### src/rtl/alu.sv
`default_nettype none
// ============================================================================
// Module   : alu
// Purpose  : 8-bit, 16-function ALU with registered result, MUL high byte
//            and C/Z/N/V status flags; one-cycle latency.
// Revision : 1.0 - initial release
// ============================================================================
module alu (
  input  logic       clk,
  input  logic       rst_n,
  input  logic [7:0] A,
  input  logic [7:0] B,
  input  logic [3:0] function_select_lines,
  output logic [7:0] reg_out,
  output logic [7:0] mul_high,
  output logic [3:0] SREG
);

  localparam logic [3:0] c_op_pass = 4'd0;
  localparam logic [3:0] c_op_add  = 4'd1;
  localparam logic [3:0] c_op_sub  = 4'd2;
  localparam logic [3:0] c_op_cmp  = 4'd3;
  localparam logic [3:0] c_op_mul  = 4'd4;
  localparam logic [3:0] c_op_and  = 4'd5;
  localparam logic [3:0] c_op_or   = 4'd6;
  localparam logic [3:0] c_op_xor  = 4'd7;
  localparam logic [3:0] c_op_not  = 4'd8;
  localparam logic [3:0] c_op_nand = 4'd9;
  localparam logic [3:0] c_op_lsl  = 4'd10;
  localparam logic [3:0] c_op_lsr  = 4'd11;
  localparam logic [3:0] c_op_asr  = 4'd12;
  localparam logic [3:0] c_op_rol  = 4'd13;
  localparam logic [3:0] c_op_ror  = 4'd14;
  localparam logic [3:0] c_op_nor  = 4'd15;

  logic [2:0]  w_amt;
  logic [8:0]  w_sum;
  logic [8:0]  w_diff;
  logic        w_add_v;
  logic        w_sub_v;
  logic [15:0] w_prod;
  logic [15:0] w_lsl;
  logic [15:0] w_lsr;
  logic [15:0] w_asr;
  logic [15:0] w_rol;
  logic [15:0] w_ror;

  logic [7:0]  w_res;
  logic [7:0]  w_mul_high;
  logic        w_c;
  logic        w_z;
  logic        w_n;
  logic        w_v;
  logic        w_amt_nz;

  logic [7:0]  r_reg_out;
  logic [7:0]  r_mul_high;
  logic [3:0]  r_sreg;

  assign w_amt    = B[2:0];
  assign w_amt_nz = (w_amt != 3'd0);
  assign w_sum    = {1'b0, A} + {1'b0, B};
  assign w_diff   = {1'b0, A} - {1'b0, B};
  assign w_add_v  = (A[7] == B[7]) && (w_sum[7] != A[7]);
  assign w_sub_v  = (A[7] != B[7]) && (w_diff[7] != A[7]);
  assign w_prod   = {8'd0, A} * {8'd0, B};

  // Shifts run in a 16-bit window so the last bit shifted out lands in a
  // fixed position next to the result byte (bit 8 for LSL, bit 7 for right).
  assign w_lsl = {8'd0, A} << w_amt;
  assign w_lsr = {A, 8'd0} >> w_amt;
  assign w_asr = $signed({A, 8'd0}) >>> w_amt;
  assign w_rol = {A, A} << w_amt;
  assign w_ror = {A, A} >> w_amt;

  always_comb begin
    w_res      = 8'd0;
    w_mul_high = 8'd0;
    w_c        = 1'b0;
    w_v        = 1'b0;
    case (function_select_lines)
      c_op_pass: w_res = A;
      c_op_add: begin
        w_res = w_sum[7:0];
        w_c   = w_sum[8];
        w_v   = w_add_v;
      end
      c_op_sub: begin
        w_res = w_diff[7:0];
        w_c   = w_diff[8];
        w_v   = w_sub_v;
      end
      c_op_cmp: begin
        w_res = {5'd0, (A > B), (A == B), (A < B)};
        w_c   = w_diff[8];
        w_v   = w_sub_v;
      end
      c_op_mul: begin
        w_res      = w_prod[7:0];
        w_mul_high = w_prod[15:8];
        w_c        = (w_prod[15:8] != 8'd0);
      end
      c_op_and:  w_res = A & B;
      c_op_or:   w_res = A | B;
      c_op_xor:  w_res = A ^ B;
      c_op_not:  w_res = ~A;
      c_op_nand: w_res = ~(A & B);
      c_op_nor:  w_res = ~(A | B);
      c_op_lsl: begin
        w_res = w_lsl[7:0];
        w_c   = w_lsl[8];
      end
      c_op_lsr: begin
        w_res = w_lsr[15:8];
        w_c   = w_lsr[7];
      end
      c_op_asr: begin
        w_res = w_asr[15:8];
        w_c   = w_asr[7];
      end
      c_op_rol: begin
        w_res = w_rol[15:8];
        w_c   = w_amt_nz & w_rol[8];
      end
      c_op_ror: begin
        w_res = w_ror[7:0];
        w_c   = w_amt_nz & w_ror[7];
      end
      default: w_res = 8'd0;
    endcase
  end

  // CMP reports Z/N of the subtraction and MUL of the full product.
  always_comb begin
    w_z = (w_res == 8'd0);
    w_n = w_res[7];
    if (function_select_lines == c_op_cmp) begin
      w_z = (w_diff[7:0] == 8'd0);
      w_n = w_diff[7];
    end else if (function_select_lines == c_op_mul) begin
      w_z = (w_prod == 16'd0);
      w_n = w_prod[15];
    end
  end

  always_ff @(posedge clk or negedge rst_n) begin
    if (!rst_n) begin
      r_reg_out  <= 8'd0;
      r_mul_high <= 8'd0;
      r_sreg     <= 4'd0;
    end else begin
      r_reg_out  <= w_res;
      r_mul_high <= w_mul_high;
      r_sreg     <= {w_v, w_n, w_z, w_c};
    end
  end

  assign reg_out  = r_reg_out;
  assign mul_high = r_mul_high;
  assign SREG     = r_sreg;

endmodule
`default_nettype wire

### config.mk
export PLATFORM = sky130hd
export DESIGN_NAME = alu
export DESIGN_NICKNAME = d
export VERILOG_FILES = /design/src/rtl/alu.sv
export SDC_FILE = /design/constraint.sdc
export NUM_CORES = 1
export LEC_CHECK = 0
export ABC_AREA = 1
export CORE_AREA = 2 2 123 125
export DETAILED_ROUTE_END_ITERATION = 8
export DIE_AREA = 0 0 125 127
export DONT_BUFFER_PORTS = 1
export GPL_TIMING_DRIVEN = 0
export PLACE_DENSITY = 0.62
export SLEW_MARGIN = 20
export SYNTH_ARGS = -nofsm -noshare
export SYNTH_HDL_FRONTEND = slang
export SYNTH_SLANG_ARGS = --single-unit
### constraint.sdc
create_clock -name clk -period 0.8 [get_ports clk]
set_clock_uncertainty 0.2 [all_clocks]
set_input_delay 0.12 -clock clk [delete_from_list [all_inputs] [get_ports clk]]
set_output_delay 0.12 -clock clk [all_outputs]
set_load 0.02 [all_outputs]
[Word-level counts from Yosys, hierarchy flattened]
Cells that the tools add are included.
Storage, ports and cells
  logic and storage cells: 58
  bits in registers: 20
  output and inout port bits: 20
  bits of input ports: 22
Cells by class
  $mul: 1
  muxes and demuxes: 8
  bitwise operators: 8
  reductions and logical operators: 9
  shifts and indexed selects: 5
  order comparisons: 2
  $add $sub $neg: 2
  equality and inequality tests: 20
Operator list (count)
  $pmux 8 s16: 1
  $eq 4x4->1 const B: 8
  $not 8->8: 3
  $eq 4x3->1 const B: 4
  $logic_not 16->1: 1
  $logic_not 8->1: 2
  $mul 8x8->16: 1
  $shl 16x3->16: 1
  $shr 16x3->16: 1
  $shr 16x3->8: 1
  $sshr 16x3->16: 1
  $add 8x8->9: 1
  $shl 8x3->9: 1
  $sub 8x8->9: 1
  $and 8x8->8: 1
  $eq 4x2->1 const B: 2
  $eq 8x8->1: 1
  $gt 8x8->1: 1
  $lt 8x8->1: 1
  $mux 8: 1
  $or 8x8->8: 1
  $pmux 1 s8: 1
  $reduce_bool 8->1: 1
  $xor 8x8->8: 1
  10 further kinds: 17

[Depth between registers and ports, before layout]
  depth in word-level cells: 6
  gate-level depth with buffers: 27
  mapped depth without buffers: 24

[Worst setup path before layout]
No wires, ideal clock.
  kind: in2reg
  from: input port B[2]
  to: register r_sreg[0], in the netlist SREG[0]
  path buffers: 3
  path slack: -3631 ps
  library setup time: 127 ps
  cell stages on the path: 25
  required time: 473 ps
  arrival time: 4104 ps
  path through: clkbuf_2 > buf_2 > buf_2 > nand2_1 > inv_1 > fa_1 > inv_1 > fa_1 > inv_1 > fa_1 > inv_1 > fa_1 > inv_1 > ha_1 > nand2_1 > nor2_1 > nand2_1 > nand2_1 > or2_2 > nand2_1 > nand2_1 > nor2_1 > nand3_1 > nand2_1 > nand3b_1
Between the ends
  word-level cells in the longest chain between the ends: 3
  elaborated cells between the ends (all ways): 13
  classes of those cells: 2 x add/sub; 1 x mul; 5 x shift; 1 x mux; 2 x bitwise; 2 x reduce/logical
RTL lines
  start: declaration: line 12  | input logic [7:0] B,
  $mul 8x8->16 (tied with other cells): line 66  | assign w_prod = {8'd0, A} * {8'd0, B};
  $reduce_bool 8->1 (tied with other cells): line 101  | w_c = (w_prod[15:8] != 8'd0);
  $pmux 1 s8 *: line 81  | case (function_select_lines)
  via w_c: line 50  | logic w_c;
  end signal: assignment: line 154  | r_sreg <= {w_v, w_n, w_z, w_c};
  end: declaration: line 58  | logic [3:0] r_sreg;
Mark *: on every way through the listed nets, which the timed path passes. The rest lies on a longest branch.

[Final worst setup path]
Same ends and word-level chain as after synthesis.

==> reports/metrics.cfg <==
[status]
outcome = finished with violations
violations = negative hold slack, negative setup slack

[floorplan]
rows = 44
die-area_um2 = 15880
die_h_um = 127
core_um2 = 14420
die_w_um = 125
initial_core_util = 0.3830
ios = 42

[layout]
finish.utilization = 0.4719
fill_cells = 1530
drive_gt1_frac = 0.2101
synthToLayoutAreaGrowth_pct = 23.22
regArea_um2 = 523.0
diodes = 0
nets = 1094
multi_input_area_um2 = 4706

[synth]
synthFlopType = dfrtp_1
synth.most_common_cell = nand2_1
yosys.area.top_type = nand2_1
ys_types = 38
synth_area_leaders = nand2_1 22%, ha_1 14%, fa_1 14%
netlist_area_um2 = 5524
syn_inst = 937
synthArstFlopShare = 1.000
synth_common_cells = 325 x nand2_1, 178 x inv_1, 91 x nand3_1
synth_nets = 1058
ys_ff_latch = 20
synth_top_area_share = 0.2208
synth_warnings = 0
syn_area_per_cell_um2 = 5.895
synth-edff-count = 0
seq_area_frac_synth = 0.09060

[clock_tree]
cts_buffers = 3
cts.sinks = 20
cts_max_path_buffers = 2
path_clk_slew_ns = 0.05
htreeDepth = 1
cts_root_buf = clkbuf_16
tritoncts = built

[timing]
rsz0062_at_grt = yes
tns_ns = -56.82
slew_violations = 0
setup_ws_ns = -3.334
setup_viol = 40
final.period_utilization = 5.168
hold_viol_final = 21
tightestPinTransition_ns = 0.4847
fin_crit_ns = 4.134
max_clock_freq_mhz = 241.9
whs_ns = -0.6416
relSlewSlack = 0.6765

[power_and_ir_drop]
power.static_leakage_nw = 3.802
p_per_area_nw_per_um2 = 1698
peakVddDrop_mv = 2.124

[worst_setup_path]
end_kind = flop
required_ns = 0.73
worstPathArrival_ns = 4.06
crit_path_start = B[2]
path_max_fanout = 5
crit_path_start_kind = input pin
worstSetupPathType = in -> reg

[placed_design]
routabilityCongestion = 0.9820
dp_hpwl_um = 15260
io_buffers = 0

[routing]
via_count = 6081
wl_um = 19470
first_pass_iters = 7
antenna_left = 0
drt_iter0_drc = 690
post-route-drc-count = 0
drt-vias-per-instance = 5.265
wl_per_cell_um = 16.86

[global_routing]
grt_max_degree = 21
grt_pass1_wl_um = 30990
grt_pass1_vias = 5888
antenna_found_initial = 0
overflow = 0
grtUsageTotal = 0.2430

[flow_run]
drv_cap = 0

[worst_hold_path]
hold_path.class = in -> async

[area by class of cell]
type                            count  share of cell area
Sequential cell                    20             0.07684
Buffer                             28             0.04706
Timing Repair Buffer               31             0.03750
Tap cell                          184             0.03382
Multi-Input combinational cell    708              0.6914
Inverter                          181              0.1024
Clock buffer                        3             0.01103
[stage by stage]
step	setup slack [ns]	instance area [µm²]	power (mW)	std cells	hold WS (ns)
2_1_floorplan	-3.284	5764	6.851	937	-0.3756
3_3_place_gp	-3.803	5995	8.308	1121	-0.3752
3_5_place_dp	-3.782	5995	8.334	1121	-0.3753
4_1_cts	-3.327	6554	10.93	1142	-0.6433
5_1_grt	-3.543	6807	12.72	1155	-0.6459
6_report	-3.334	6807	11.56	1155	-0.6416
[layer usage]
metal,GRT usage,part of all wire,vias to the layer above
met3,0.04899,0.098,55
met4,0.06797,0.034,0
met2,0.4015,0.45,310
met1,0.3255,0.42,2770
li1,-,-,2946
met5,0,0,-
[worst max-delay path, stage by stage]
cell and delay [ns]:
clkbuf_16 0.12, buf_8 0.12, buf_8 0.13, nand2_2 0.06, inv_2 0.04, fa_1 0.50
inv_1 0.05, fa_2 0.54, fa_1 0.45, fa_1 0.51, inv_2 0.04, ha_4 0.29
nand2_1 0.10, o21ai_2 0.18, inv_1 0.07, nand2_2 0.09, xor2_2 0.17, nand2_1 0.09
nor2_2 0.11, nand3_1 0.10, nand2_2 0.09, nand3b_1 0.08
[where the power goes]
part | switching (mW) | total [mW] | leakage [nW] | internal (mW)
Clock | 0.349 | 1.01 | 0.0370 | 0.659
Sequential | 0.222 | 1.39 | 0.236 | 1.17
Combinational | 5.09 | 9.16 | 3.53 | 4.07
Total | 5.66 | 11.6 | 3.80 | 5.90
[timing repair]
action,CTS,global route
resized for setup,99,52
setup buffers,18,13
pin swaps,27,30
endpoints found under the hold margin,22,21
endpoints found under the setup margin,40,40
[cell usage in the layout (no fill, tap or decap), types with 5 or more instances in the layout]
master / count
nand2_1: 296
inv_1: 154
nand3_1: 81
nor2_1: 70
ha_1: 43
fa_1: 33
buf_4: 30
nand2_2: 27
inv_2: 24
o21ai_0: 22
dfrtp_2: 18
a21oi_1: 18
ha_4: 16
nand3_2: 11
nor2_2: 10
nand4_1: 9
buf_6: 8
clkbuf_8: 7
nor2_4: 6
clkbuf_16: 5
a21oi_2: 5
nand3b_1: 5
fa_2: 5
[cell families (layout without fill, tap and decap cells)]
kind of cell | count (synthesis) | in the layout | share of synthesized area
XOR/XNOR | 11 | 11 | 0.01744
AND/OR/NAND/NOR | 527 | 527 | 0.3968
buffers and inverters | 209 | 243 | 0.1470
adder cells (fa/ha/maj) | 99 | 99 | 0.2759
AO/OA/AOI/OAI | 71 | 71 | 0.07225
flip-flops | 20 | 20 | 0.09060
[path summary, 6_finish.rpt]
kind | endpoint | slack (ns) | cells after the start
setup / recovery | SREG[0] | -3.33 | 22
hold / removal | mul_high[0] | -0.64 | 0
max in group asynchronous | reg_out[4] | 0.96 | 0
min in group clk | SREG[3] | -0.05 | 2
[flip-flops by register name, indices dropped and copies added (netlist names)]
name,cells
SREG,4
mul_high,8
reg_out,8
No activity file was read; power rests on OpenSTA's default activity.
